### src/rtl/arc4_pkg.sv
// Shared types and constants for the ARC4 key-search controller and its port mux.
package arc4_pkg;

  localparam int         KEY_W        = 24;
  localparam logic [7:0] PRINT_LO_DEF = 8'h20;
  localparam logic [7:0] PRINT_HI_DEF = 8'h7E;

  typedef enum logic [4:0] {
    ST_IDLE,
    ST_INIT_GO, ST_INIT_ACK, ST_INIT_WAIT,
    ST_KSA_GO,  ST_KSA_ACK,  ST_KSA_WAIT,
    ST_PRGA_GO, ST_PRGA_ACK, ST_PRGA_WAIT,
    ST_LEN_RD,  ST_LEN_LAT,
    ST_CHK_RD,  ST_CHK_LAT,
    ST_NEXT_KEY, ST_FOUND, ST_DONE
  } state_e;

  typedef enum logic [1:0] {SEL_NONE, SEL_INIT, SEL_KSA, SEL_PRGA} eng_sel_e;

  // Which engine owns the shared memory ports in a given controller state.
  function automatic eng_sel_e phase_sel(state_e s);
    case (s)
      ST_INIT_GO, ST_INIT_ACK, ST_INIT_WAIT: return SEL_INIT;
      ST_KSA_GO,  ST_KSA_ACK,  ST_KSA_WAIT:  return SEL_KSA;
      ST_PRGA_GO, ST_PRGA_ACK, ST_PRGA_WAIT: return SEL_PRGA;
      default:                               return SEL_NONE;
    endcase
  endfunction

endpackage

### src/rtl/arc4_port_mux.sv
// Combinational S-memory / PT-memory port selection between the three engines
// and the controller's plaintext scan.
module arc4_port_mux
  import arc4_pkg::*;
(
  input  eng_sel_e   sel_i,
  input  logic       scan_i,
  input  logic [7:0] scan_addr_i,
  input  logic [7:0] init_s_addr_i, init_s_wrdata_i,
  input  logic       init_s_wren_i,
  input  logic [7:0] ksa_s_addr_i, ksa_s_wrdata_i,
  input  logic       ksa_s_wren_i,
  input  logic [7:0] prga_s_addr_i, prga_s_wrdata_i,
  input  logic       prga_s_wren_i,
  input  logic [7:0] prga_pt_addr_i, prga_pt_wrdata_i,
  input  logic       prga_pt_wren_i,
  output logic [7:0] s_addr_o, s_wrdata_o,
  output logic       s_wren_o,
  output logic [7:0] pt_addr_o, pt_wrdata_o,
  output logic       pt_wren_o
);

  always_comb begin
    s_addr_o    = 8'd0;
    s_wrdata_o  = 8'd0;
    s_wren_o    = 1'b0;
    pt_addr_o   = 8'd0;
    pt_wrdata_o = 8'd0;
    pt_wren_o   = 1'b0;
    case (sel_i)
      SEL_INIT: begin
        s_addr_o   = init_s_addr_i;
        s_wrdata_o = init_s_wrdata_i;
        s_wren_o   = init_s_wren_i;
      end
      SEL_KSA: begin
        s_addr_o   = ksa_s_addr_i;
        s_wrdata_o = ksa_s_wrdata_i;
        s_wren_o   = ksa_s_wren_i;
      end
      SEL_PRGA: begin
        s_addr_o    = prga_s_addr_i;
        s_wrdata_o  = prga_s_wrdata_i;
        s_wren_o    = prga_s_wren_i;
        pt_addr_o   = prga_pt_addr_i;
        pt_wrdata_o = prga_pt_wrdata_i;
        pt_wren_o   = prga_pt_wren_i;
      end
      default: begin
        // The scan only ever reads PT memory.
        if (scan_i) pt_addr_o = scan_addr_i;
      end
    endcase
  end

endmodule

### src/rtl/arc4_crack_ctrl.sv
// ARC4 key-search sequencer: runs init/KSA/PRGA per candidate key, scans plaintext for printable bytes.
// Optional keys_tried statistics counter built only when ARC4_CRACK_STATS_EN is defined.
module arc4_crack_ctrl
  import arc4_pkg::*;
#(
  parameter logic [KEY_W-1:0] KEY_FIRST = 24'h000000,
  parameter logic [KEY_W-1:0] KEY_STEP  = 24'h000001,
  parameter logic [7:0]       PRINT_LO  = PRINT_LO_DEF,
  parameter logic [7:0]       PRINT_HI  = PRINT_HI_DEF
)(
  input  logic             clk,
  input  logic             rst_n,
  input  logic             en,
  output logic             rdy,
  output logic             key_found,
  output logic [KEY_W-1:0] key_out,
  output logic [KEY_W-1:0] cur_key,
  output logic             init_en,
  output logic             ksa_en,
  output logic             prga_en,
  input  logic             init_rdy,
  input  logic             ksa_rdy,
  input  logic             prga_rdy,
  input  logic [7:0]       init_s_addr,
  input  logic [7:0]       init_s_wrdata,
  input  logic             init_s_wren,
  input  logic [7:0]       ksa_s_addr,
  input  logic [7:0]       ksa_s_wrdata,
  input  logic             ksa_s_wren,
  input  logic [7:0]       prga_s_addr,
  input  logic [7:0]       prga_s_wrdata,
  input  logic             prga_s_wren,
  output logic [7:0]       s_addr,
  output logic [7:0]       s_wrdata,
  output logic             s_wren,
  input  logic [7:0]       prga_pt_addr,
  input  logic [7:0]       prga_pt_wrdata,
  input  logic             prga_pt_wren,
  output logic [7:0]       pt_addr,
  output logic [7:0]       pt_wrdata,
  output logic             pt_wren,
  input  logic [7:0]       pt_rddata,
  output logic [KEY_W-1:0] keys_tried
);

  state_e           state_q;
  logic             rdy_q, key_found_q;
  logic [KEY_W-1:0] key_out_q, cur_key_q;
  logic             init_en_q, ksa_en_q, prga_en_q;
  logic [7:0]       len_q, idx_q;
  logic [KEY_W:0]   key_sum;
  logic             start;
  logic             byte_bad;

  assign key_sum  = {1'b0, cur_key_q} + {1'b0, KEY_STEP};
  assign start    = (state_q == ST_IDLE || state_q == ST_DONE) && en;
  assign byte_bad = (pt_rddata < PRINT_LO) || (pt_rddata > PRINT_HI);

  always_ff @(posedge clk or negedge rst_n) begin
    if (!rst_n) begin
      state_q     <= ST_IDLE;
      rdy_q       <= 1'b1;
      key_found_q <= 1'b0;
      key_out_q   <= '0;
      cur_key_q   <= KEY_FIRST;
      init_en_q   <= 1'b0;
      ksa_en_q    <= 1'b0;
      prga_en_q   <= 1'b0;
      len_q       <= 8'd0;
      idx_q       <= 8'd0;
    end else begin
      init_en_q <= 1'b0;
      ksa_en_q  <= 1'b0;
      prga_en_q <= 1'b0;
      case (state_q)
        ST_IDLE, ST_DONE: begin
          if (en) begin
            cur_key_q   <= KEY_FIRST;
            rdy_q       <= 1'b0;
            key_found_q <= 1'b0;
            init_en_q   <= 1'b1;
            state_q     <= ST_INIT_GO;
          end
        end
        // Each phase: pulse, then require rdy to drop before accepting it high again.
        ST_INIT_GO:   state_q <= ST_INIT_ACK;
        ST_INIT_ACK:  if (!init_rdy) state_q <= ST_INIT_WAIT;
        ST_INIT_WAIT: if (init_rdy) begin
          ksa_en_q <= 1'b1;
          state_q  <= ST_KSA_GO;
        end
        ST_KSA_GO:    state_q <= ST_KSA_ACK;
        ST_KSA_ACK:   if (!ksa_rdy) state_q <= ST_KSA_WAIT;
        ST_KSA_WAIT:  if (ksa_rdy) begin
          prga_en_q <= 1'b1;
          state_q   <= ST_PRGA_GO;
        end
        ST_PRGA_GO:   state_q <= ST_PRGA_ACK;
        ST_PRGA_ACK:  if (!prga_rdy) state_q <= ST_PRGA_WAIT;
        ST_PRGA_WAIT: if (prga_rdy) state_q <= ST_LEN_RD;
        ST_LEN_RD:    state_q <= ST_LEN_LAT;
        ST_LEN_LAT: begin
          len_q   <= pt_rddata;
          idx_q   <= 8'd1;
          state_q <= (pt_rddata == 8'd0) ? ST_FOUND : ST_CHK_RD;
        end
        ST_CHK_RD:    state_q <= ST_CHK_LAT;
        ST_CHK_LAT: begin
          if (byte_bad) begin
            state_q <= ST_NEXT_KEY;
          end else if (idx_q == len_q) begin
            state_q <= ST_FOUND;
          end else begin
            idx_q   <= idx_q + 8'd1;
            state_q <= ST_CHK_RD;
          end
        end
        ST_NEXT_KEY: begin
          if (key_sum[KEY_W]) begin
            key_found_q <= 1'b0;
            key_out_q   <= cur_key_q;
            rdy_q       <= 1'b1;
            state_q     <= ST_DONE;
          end else begin
            cur_key_q <= key_sum[KEY_W-1:0];
            init_en_q <= 1'b1;
            state_q   <= ST_INIT_GO;
          end
        end
        ST_FOUND: begin
          key_found_q <= 1'b1;
          key_out_q   <= cur_key_q;
          rdy_q       <= 1'b1;
          state_q     <= ST_DONE;
        end
        default: state_q <= ST_IDLE;
      endcase
    end
  end

  assign rdy       = rdy_q;
  assign key_found = key_found_q;
  assign key_out   = key_out_q;
  assign cur_key   = cur_key_q;
  assign init_en   = init_en_q;
  assign ksa_en    = ksa_en_q;
  assign prga_en   = prga_en_q;

  arc4_port_mux u_mux (
    .sel_i           (phase_sel(state_q)),
    .scan_i          (state_q inside {ST_LEN_RD, ST_LEN_LAT, ST_CHK_RD, ST_CHK_LAT}),
    .scan_addr_i     ((state_q inside {ST_CHK_RD, ST_CHK_LAT}) ? idx_q : 8'd0),
    .init_s_addr_i   (init_s_addr),
    .init_s_wrdata_i (init_s_wrdata),
    .init_s_wren_i   (init_s_wren),
    .ksa_s_addr_i    (ksa_s_addr),
    .ksa_s_wrdata_i  (ksa_s_wrdata),
    .ksa_s_wren_i    (ksa_s_wren),
    .prga_s_addr_i   (prga_s_addr),
    .prga_s_wrdata_i (prga_s_wrdata),
    .prga_s_wren_i   (prga_s_wren),
    .prga_pt_addr_i  (prga_pt_addr),
    .prga_pt_wrdata_i(prga_pt_wrdata),
    .prga_pt_wren_i  (prga_pt_wren),
    .s_addr_o        (s_addr),
    .s_wrdata_o      (s_wrdata),
    .s_wren_o        (s_wren),
    .pt_addr_o       (pt_addr),
    .pt_wrdata_o     (pt_wrdata),
    .pt_wren_o       (pt_wren)
  );

`ifdef ARC4_CRACK_STATS_EN
  logic [KEY_W-1:0] keys_tried_q;

  // NEXT_KEY and FOUND each last exactly one cycle per visit.
  always_ff @(posedge clk or negedge rst_n) begin
    if (!rst_n) begin
      keys_tried_q <= '0;
    end else if (start) begin
      keys_tried_q <= '0;
    end else if ((state_q == ST_NEXT_KEY || state_q == ST_FOUND) && keys_tried_q != '1) begin
      keys_tried_q <= keys_tried_q + 1'b1;
    end
  end

  assign keys_tried = keys_tried_q;
`else
  assign keys_tried = '0;
`endif

endmodule
### config.mk
export PLATFORM = sky130hd
export DESIGN_NAME = arc4_crack_ctrl
export DESIGN_NICKNAME = d
export VERILOG_FILES = /design/src/rtl/arc4_pkg.sv /design/src/rtl/arc4_port_mux.sv /design/src/rtl/arc4_crack_ctrl.sv
export SDC_FILE = /design/constraint.sdc
export NUM_CORES = 1
export LEC_CHECK = 0
export ABC_AREA = 1
export CORE_ASPECT_RATIO = 1.5
export CORE_MARGIN = 5
export CORE_UTILIZATION = 47
export DETAILED_ROUTE_END_ITERATION = 10
export MAX_ROUTING_LAYER = met4
export PLACE_DENSITY = 0.95
export SLEW_MARGIN = 20
export SYNTH_ARGS = -nofsm -noshare
export SYNTH_HDL_FRONTEND = slang
export SYNTH_SLANG_ARGS = --single-unit
### constraint.sdc
create_clock -name clk -period 4.2 [get_ports clk]
set_input_delay 0.84 -clock clk [delete_from_list [all_inputs] [get_ports clk]]
set_output_delay 0.84 -clock clk [all_outputs]
set_load 0.02 [all_outputs]
Word level (Yosys, flattened, before mapping)
Memory sizes are Yosys's and may differ from the RTL's.
Index checks and enable logic that the tools add are counted.
{"block": "word_totals", "output_inout_bits": 111, "mem_count": 1, "latchBits": 0, "ram_bits": 0, "reg_bits": 74, "romBits": 32, "word_cells": 103}
{"name": "(no name shown)", "depth": 16, "width": 2, "read_ports": 1, "rd_ports_with_merged_regs": 0, "wr": 0, "line_no": "arc4_pkg.sv:22", "text": "case (s)"}
{"block": "op_classes", "muxes": 41, "shift": 0, "n_div": 0, "multipliers": 0, "bitwise_logic": 0, "add_sub_neg": 2, "n_eq_ne": 31, "reduce_logical": 16, "n_lt_le_gt_ge": 2}
{"cell": "case mux 24 bit (2 select lines)", "n": 2}
{"cell": "case mux 5 bit (16 select lines)", "n": 1}
{"cell": "two-way mux 24 bit", "n": 3}
{"cell": "case mux 8 bit (3 select lines)", "n": 2}
{"cell": "equality test 5 x 4 -> 1 bit, second input constant", "n": 8}
{"cell": "two-way mux 5 bit", "n": 8}
{"cell": "two-way mux 8 bit", "n": 5}
{"cell": "case mux 8 bit (2 select lines)", "n": 2}
{"cell": "adder 24 x 1 -> 25 bit, second input constant", "n": 1}
{"cell": "inequality test 2 bit, second input constant", "n": 11}
{"cell": "equality test 5 x 3 -> 1 bit, second input constant", "n": 4}
{"cell": "equality test 5 x 2 -> 1 bit, second input constant", "n": 2}
{"cell": "two-way mux 1 bit", "n": 10}
{"cell": "case mux 1 bit (3 select lines)", "n": 3}
{"cell": "AND reduction 3 bit", "n": 3}
{"cell": "adder 8 x 1 -> 8 bit, second input constant", "n": 1}
{"cell": "equality test 8 bit", "n": 1}
{"cell": "greater-than comparator 8 x 7 -> 1 bit, second input constant", "n": 1}
{"cell": "zero test 8 bit", "n": 1}
{"cell": "< comparator 8 x 6 -> 1 bit, second input constant", "n": 1}
{"cell": "two-way mux 2 bit", "n": 4}
{"cell": "nonzero test 2 bit", "n": 4}
{"cell": "AND reduction 7 bit", "n": 1}
{"cell": "equality test 5 x 1 -> 1 bit, second input constant", "n": 1}
{"cell": "other kinds (10)", "n": 12}

Depth between registers and ports, before layout
Gate-level depths: netlist (run 1).
{"block": "depth", "word_depth": 5, "depth_mapped": 12, "depth_no_buf": 11}

By module
Synthesis (run 1) repeated with hierarchy kept, for this count alone.
{"block": "hier_totals", "cells_unflattened": 714, "area_unflattened_um2": 4931.0}
{"module": "arc4_crack_ctrl", "cells_each": 588, "instances": 1, "area_each_um2": 4279.1}
{"module": "arc4_port_mux", "cells_each": 126, "instances": 1, "area_each_um2": 651.9}

Worst setup path after synthesis (run 1)
Ideal clock, no wire load.
{"block": "synth_timing", "path_kind": "flip-flop to output port", "startpoint": "register state_q[4]", "endpoint": "output port pt_addr[1]", "setup_slack_ns": 1.784, "arrival_time_ns": 1.576, "required_ns": 3.360, "stages_incl_launch_ff": 5, "n_path_buf": 1, "path_cell_list": "dfrtp_1 -> buf_2 -> nor3_1 -> inv_1 -> o21ai_0"}
{"block": "synth_between", "elab_chain_cells": 5, "elab_cells_between_ends": 14, "classes_between": "eq/ne (7); mux (4); reduce/logical (3)"}
{"element": "from (decl)", "line_no": "arc4_crack_ctrl.sv:46", "text": "state_e state_q;"}
{"element": "from (signal assigned)", "line_no": "arc4_crack_ctrl.sv:105", "text": "state_q <= (pt_rddata == 8'd0) ? ST_FOUND : ST_CHK_RD;"}
{"element": "equality test 5 x 4 -> 1 bit", "line_no": "arc4_crack_ctrl.sv:151, arc4_crack_ctrl.sv:152"}
{"element": "nonzero test 2 bit", "line_no": "arc4_crack_ctrl.sv:152", "text": ".scan_addr_i ((state_q inside {ST_CHK_RD, ST_CHK_LAT}) ? idx_q : 8'd0),"}
{"element": "two-way mux 8 bit", "line_no": "arc4_crack_ctrl.sv:152"}
{"element": "two-way mux 8 bit", "line_no": "arc4_port_mux.sv:51", "text": "if (scan_i) pt_addr_o = scan_addr_i;"}
{"element": "case mux 8 bit (2 select lines) (*)", "line_no": "arc4_port_mux.sv:30", "text": "case (sel_i)"}
{"element": "to (decl)", "line_no": "arc4_crack_ctrl.sv:39", "text": "output logic [7:0] pt_addr,"}
Mark *: on every way between the ends. The rest lies on a longest branch, timed or not.

Worst setup path in the final report (run 1)
{"block": "layout_timing", "startpoint": "register state_q[4]", "endpoint": "output port s_wrdata[4]"}
{"block": "layout_between", "elab_chain_cells": 3, "elab_cells_between_ends": 5, "classes_between": "eq/ne (3); mux (2)"}
{"element": "two-way mux 2 bit (*)", "line_no": "arc4_pkg.sv:22"}
{"element": "equality test 2 bit / equality test 2 x 1 -> 1 bit (equally long branches)", "line_no": "arc4_port_mux.sv:30"}
{"element": "case mux 8 bit (3 select lines) (*)", "line_no": "arc4_port_mux.sv:30"}
{"element": "to (decl)", "line_no": "arc4_crack_ctrl.sv:34", "text": "output logic [7:0] s_wrdata,"}
Marks and branches as above.

==> flow_summary.json, run 1 <==
{
  "placed_area_mm2": 0.00625,
  "area_delta_synth_final_pct": 42.4,
  "crit_start": "state_q[4]$_DFFE_PN0P_",
  "synth_cell_type_count": 34,
  "drv_cap": 0,
  "hold_buffers": 0,
  "cp_max_fo": 15,
  "tritoncts.num_buffers": 9,
  "min_delay_path_depth": 2,
  "synth_edf_count": 0,
  "worstMarginPinSlew_ns": 0.890,
  "min_from": "rdy$_DFFE_PN1P_",
  "viasPerCell": 5.34,
  "clock_tree.root_cell": "clkbuf_16",
  "synth_top_flop_cell": "dfrtp_1",
  "period_minus_slack_ns": 3.62,
  "ys_seq_elements": 74,
  "die_y_um": 131,
  "tns_ns": 0,
  "power_mw": 3.54,
  "slew_violations": 0,
  "timing.slew.headroom": 0.402,
  "timing.rr.start": "state_q[4]$_DFFE_PN0P_",
  "worstPathRequired_ns": 3.36,
  "clockBufferDepth": 2,
  "rr_endpoint": "key_out[9]$_DFFE_PN0P_",
  "wirelength_mm": 16.2,
  "synth.area.top_cells": "dfrtp_1, nand2_1, inv_1",
  "hpwlAfterDp_mm": 12.7,
  "grt_pass1_vias": 4933,
  "drtIter0Drc": 301,
  "power_density_mw_per_mm2": 542,
  "start_util": 0.477,
  "dr_total_vias": 4980,
  "leakagePower_nw": 2.93,
  "min_to": "rdy$_DFFE_PN1P_",
  "ant_nets": 0,
  "skew_ns": 0.00643,
  "track_usage": 0.282,
  "ys_warn_count": 0,
  "seqPwrFrac": 0.268,
  "synth-async-reset-ratio": 1.00,
  "path_class": "reg -> out",
  "antenna_found_initial": 0,
  "ir_drop_mv": 0.448,
  "grt_first_pass_wirelength_mm": 25.5,
  "cts_resized": 0,
  "min_path_type": "reg -> reg",
  "crit_arrival_ns": 2.78,
  "power_frac_comb": 0.519,
  "diodes": 0,
  "rows": 44,
  "sw_frac_of_total": 0.425,
  "first_pass_iters": 5,
  "p_int_mw": 2.04,
  "p_switching_mw": 1.51,
  "worst_setup_path_end_kind": "output pin",
  "clk_pin_slew_ns": 0.06,
  "grt_max_degree": 50,
  "io_pins": 193,
  "yosys.area.top_type_share": 0.398,
  "drive_gt1_frac": 0.0551,
  "cts_num_sinks": 74,
  "die_area_mm2": 0.0119,
  "fin_nets": 897,
  "syn_inst": 650,
  "syn_area_mm2": 0.00459,
  "start_kind": "flop",
  "period_share": 0.863,
  "r2r_setup_slack_ns": 1.68,
  "clkPwrFrac": 0.213,
  "yosysTopAreaCell": "dfrtp_1",
  "reg2regPathDepth": 8,
  "grt_setup_unrepaired": "no",
  "fmax_ghz": 0.276,
  "post_cts_buffers": 0,
  "port_buffers": 168,
  "status": "completed",
  "setup_violations": 0,
  "final_area_mm2": 0.00654,
  "core_mm2": 0.00963,
  "synth-seq-area-share": 0.403,
  "gp_congestion": 0.970,
  "cts_tree": "built",
  "avgSynthCellArea_um2": 7.07,
  "grt_overflow": 0,
  "dieWidth_um": 90.7,
  "drc": 0,
  "final-hold-violation-count": 0,
  "h-tree-depth": 3,
  "clock_latency_ns": 0.34,
  "wire_per_inst_um": 17.4
}
## per-stage QoR
step | util | setup WS (ns) | hold WS, ns | std cells
finish | 0.679 | 0.577 | 0.465 | 932
global route | 0.679 | 0.398 | 0.497 | 932
CTS | 0.679 | 0.575 | 0.468 | 932
detailed placement | 0.648 | 0.947 | 0.458 | 917
global placement | 0.648 | 0.999 | 0.459 | 917
floorplan | - | 1.78 | 0.473 | 673
## power by group through the flow
| stage | Clock (mW) | Combinational (mW) | Sequential [mW] |
|---|---|---|---|
| floorplan | 0 | 0.971 | 1.01 |
| global placement | 0 | 1.81 | 0.956 |
| detailed placement | 0 | 1.82 | 0.960 |
| CTS | 0.765 | 1.84 | 0.951 |
| global route | 0.801 | 1.98 | 0.967 |
| finish | 0.756 | 1.84 | 0.951 |
## cells in the final DEF (no fill, tap or decap)
| cell type | synthesis | final |
|---|---|---|
| buf_4 | 24 | 3 |
| o21ai_0 | 43 | 43 |
| inv_2 | 6 | 6 |
| o22ai_1 | 9 | 9 |
| nor2_2 | 4 | 4 |
| nor3_1 | 17 | 17 |
| inv_1 | 70 | 70 |
| ha_1 | 2 | 2 |
| nor3_2 | 2 | 2 |
| clkbuf_16 | 0 | 9 |
| clkinv_4 | 0 | 1 |
| nor4_1 | 1 | 1 |
| nor2_1 | 65 | 65 |
| clkdlybuf4s50_1 | 0 | 167 |
| a22o_1 | 3 | 3 |
| dfrtp_1 | 73 | 73 |
| nor3_4 | 1 | 1 |
| a22oi_1 | 4 | 4 |
| o21bai_1 | 1 | 1 |
| nand2_4 | 3 | 3 |
| buf_2 | 10 | 1 |
| bufinv_16 | 0 | 1 |
| nand4_1 | 8 | 8 |
| xor2_1 | 12 | 12 |
| o21ai_2 | 6 | 6 |
| clkinvlp_4 | 0 | 4 |
| dfstp_2 | 1 | 1 |
| nand3_1 | 47 | 47 |
| o211ai_1 | 1 | 1 |
| mux2_2 | 3 | 3 |
| xnor2_1 | 8 | 8 |
| o21ai_1 | 3 | 3 |
| a21oi_1 | 6 | 6 |
| nand2_1 | 207 | 207 |
| conb_1 | 1 | 24 |
| o32ai_1 | 1 | 1 |
## critical path, stage by stage, from the launching register on
cell	delay [ns]
dfrtp_1	0.49
inv_1	0.19
o211ai_1	0.18
nor3_4	0.52
buf_4	0.28
nand2_1	0.08
nand3_1	0.08
clkdlybuf4s50_1	0.62
## worst max path at each step
stage                             end  cells after the start
after floorplan            pt_addr[1]                      4
after global placement    s_wrdata[4]                      7
after detailed placement  s_wrdata[1]                      7
after CTS                 s_wrdata[1]                      7
after global routing      s_wrdata[1]                      7
final                     s_wrdata[4]                      7
## Yosys cell counts, types with 5 or more instances
library cell / number
a21oi_1: 6
buf_2: 10
buf_4: 24
clkbuf_1: 5
dfrtp_1: 73
inv_1: 70
inv_2: 6
nand2_1: 207
nand3_1: 47
nand4_1: 8
nor2_1: 65
nor3_1: 17
o21ai_0: 43
o21ai_2: 6
o22ai_1: 9
xnor2_1: 8
xor2_1: 12
## sequential cells by signal (all words and copies together), names as in the netlist
register and count:
cur_key 24, idx_q 8, init_en 1, key_found 1
key_out 24, ksa_en 1, len_q 8, prga_en 1
rdy 1, state_q 5
## routing by layer
layer | up-vias | track usage | routed length [um]
met4 | 0 | 0.113 | 488
met3 | 40 | 0.0560 | 1530
met2 | 279 | 0.478 | 8070
met5 | - | - | 0
met1 | 2319 | 0.329 | 6120
li1 | 2342 | - | -
## area by class of cell
class / count / area, um^2
clock buffer: 9 / 225
clock inverter: 6 / 68.8
fill: 807 / 3090
inverter: 76 / 285
multi-input combinational: 481 / 2270
sequential: 74 / 1850
tap: 115 / 144
timing repair buffer: 171 / 1700
## cell families (layout without fill, tap and decap cells)
group           Yosys count  count (layout)  synth area share
compound gates           77              77            0.0978
xor+xnor                 20              20            0.0381
fa+ha+maj                 2               2           0.00545
buf+inv                 118             262             0.122
flops                    74              74             0.403
mux                       3               3           0.00735
other cells               1              24          0.000816
simple gates            355             355             0.325
Power figures use the tool's default switching activity.
==> run 2: changes to the inputs <==
--- a/config.mk
+++ b/config.mk
@@ -8,10 +8,11 @@
 export ABC_AREA = 1
 export CORE_ASPECT_RATIO = 1.5
 export CORE_MARGIN = 5
-export CORE_UTILIZATION = 47
+export CORE_UTILIZATION = 39
 export DETAILED_ROUTE_END_ITERATION = 10
 export MAX_ROUTING_LAYER = met4
-export PLACE_DENSITY = 0.95
+export PLACE_DENSITY = 0.86
+export REMOVE_ABC_BUFFERS = 1
 export SLEW_MARGIN = 20
 export SYNTH_ARGS = -nofsm -noshare
 export SYNTH_HDL_FRONTEND = slang
==> constraint.sdc (replaced) <==
create_clock -name clk -period 3 [get_ports clk]
set_input_delay 0.6 -clock clk [delete_from_list [all_inputs] [get_ports clk]]
set_output_delay 0.6 -clock clk [all_outputs]
set_load 0.02 [all_outputs]
==> flow_summary.json, run 2 (synthesized netlist as in run 1, its figures left out) <==
{
  "post_cts_buffers": 0,
  "clockBufferDepth": 2,
  "area_delta_synth_final_pct": 48.1,
  "drtIter0Drc": 142,
  "wirelength_mm": 14.1,
  "worst_setup_path_end_kind": "output pin",
  "layout_setup_ws_ns": 0.0831,
  "cts_tree": "built",
  "min_path_type": "in -> async",
  "final_area_mm2": 0.00680,
  "diodes": 0,
  "grt_first_pass_wirelength_mm": 22.7,
  "grt_pass1_vias": 4910,
  "gp_congestion": 0.949,
  "placed_area_mm2": 0.00636,
  "path_cells": "inv_1 -> o211ai_1 -> nor2_1 -> nand2_1 -> inv_4 -> a22oi_1 -> nand2_1 -> clkdlybuf4s50_1",
  "rows": 48,
  "grt_max_degree": 36,
  "grt_overflow": 0,
  "setup_violations": 0,
  "hpwlAfterDp_mm": 11.1,
  "layout_commonest_cell": "nand2_1",
  "worstPathRequired_ns": 2.40,
  "start_util": 0.398,
  "ant_nets": 0,
  "holdWs_ns": 0.287,
  "period_share": 0.972,
  "clock_latency_ns": 0.34,
  "final-hold-violation-count": 0,
  "cp_max_fo": 17,
  "postLayoutCoreUtil": 0.590,
  "power_density_mw_per_mm2": 749,
  "status": "completed",
  "timing.slew.headroom": 0.563,
  "tns_ns": 0,
  "cp_top_family": "buffers and inverters",
  "pre_cts_ws_ns": 0.225,
  "period_minus_slack_ns": 2.92,
  "drive_gt1_frac": 0.0690,
  "cp_num_buf_inv": 3,
  "dieWidth_um": 98.6,
  "worstMarginPinSlew_ns": 0.655,
  "h-tree-depth": 3,
  "final_cell_mix": "nand2_1, clkdlybuf4s50_1, dfrtp_1",
  "cts_num_sinks": 74,
  "dpl.cell_count": 960,
  "fin_nets": 905,
  "core_mm2": 0.0115,
  "slew_violations": 0,
  "port_buffers": 168,
  "first_pass_iters": 5,
  "critPathMaxStageDelay_ns": 0.60,
  "clock_tree.root_cell": "clkbuf_16",
  "drc": 0,
  "drv_cap": 0,
  "antenna_found_initial": 0,
  "grt_setup_unrepaired": "yes",
  "track_usage": 0.207,
  "ir_drop_mv": 0.577,
  "power_mw": 5.09,
  "viasPerCell": 4.99,
  "crit_slowest_cell": "clkdlybuf4s50_1",
  "fmax_ghz": 0.343,
  "path_class": "reg -> out",
  "start_kind": "flop",
  "io_pins": 193,
  "die_area_mm2": 0.0141,
  "dr_total_vias": 4866,
  "tritoncts.num_buffers": 9,
  "crit_arrival_ns": 2.32,
  "hold_buffers": 0,
  "skew_ns": 0.00735,
  "wire_per_inst_um": 14.4,
  "leakagePower_nw": 3.39,
  "die_y_um": 143,
  "worst_path_most_repeated_cell": "nand2_1",
  "finalNonFillerCells": 976,
  "clk_pin_slew_ns": 0.06
}
==> run 2: cell types whose count changed in the layout (fill, tap and decap cells not counted), sizes merged, moves of 3 or more <==
cell / change
dlygate4sd2: +9
dlymetal6s2s: +23
bufinv: +3
clkdlybuf4s50: -32
buf: +8
clkinvlp: -3
==> run 2: path summary, 6_finish.rpt <==
path / to / slack (ns) / start / cells after the start
max in group asynchronous: rdy$_DFFE_PN1P_ / 2.03 / rst_n / 2
max reg2reg: key_out[10]$_DFFE_PN0P_ / 0.79 / cur_key[0]$_DFFE_PN0P_ / 11
min: cur_key[6]$_DFFE_PN0P_ / 0.29 / rst_n / 1
min in group clk: rdy$_DFFE_PN1P_ / 0.47 / rdy$_DFFE_PN1P_ / 2
min reg2reg: rdy$_DFFE_PN1P_ / 0.47 / rdy$_DFFE_PN1P_ / 2
max: s_wrdata[0] / 0.08 / state_q[4]$_DFFE_PN0P_ / 8
==> run 2: worst register-to-register path, cell delays in order (launching register included) <==
cell and delay, ns:
dfrtp_1 0.48, ha_1 0.33, nand2_1 0.12, nor2_2 0.13
nand2_1 0.13, inv_1 0.08, nand2_1 0.13, nand2_4 0.14
nand2_4 0.19, buf_4 0.23, nand2_1 0.05, o21ai_0 0.08
==> run 2: area by class of cell <==
cell class | instances | area [um^2]
clock buffers | 10 | 239
fillers | 1060 | 4730
clock inverters | 6 | 136
inverters | 76 | 288
multi-input cells | 481 | 2270
flip-flops and latches | 74 | 1860
well taps | 150 | 188
repair buffers | 179 | 1830
==> run 2: power by group <==
part / switching, mW / internal, mW / total [mW]
Sequential: 0.155 / 1.18 / 1.33
Clock: 0.429 / 0.922 / 1.35
Combinational: 1.41 / 1.00 / 2.41
==> run 2: per-layer routing <==
metal  vias up  track usage  part of all wire
met5         -            -                 0
met1      2256        0.205              0.36
met4         0       0.0806             0.031
met3        39       0.0391             0.064
met2       208        0.393              0.55
li1       2363            -                 -
==> run 2: what timing repair did <==
| item | CTS | global route |
|---|---|---|
| gates resized for setup | 12 | 26 |
| pin swaps | 0 | 0 |
| hold endpoints to repair | 0 | 0 |
| endpoints found under the setup margin | 34 | 25 |
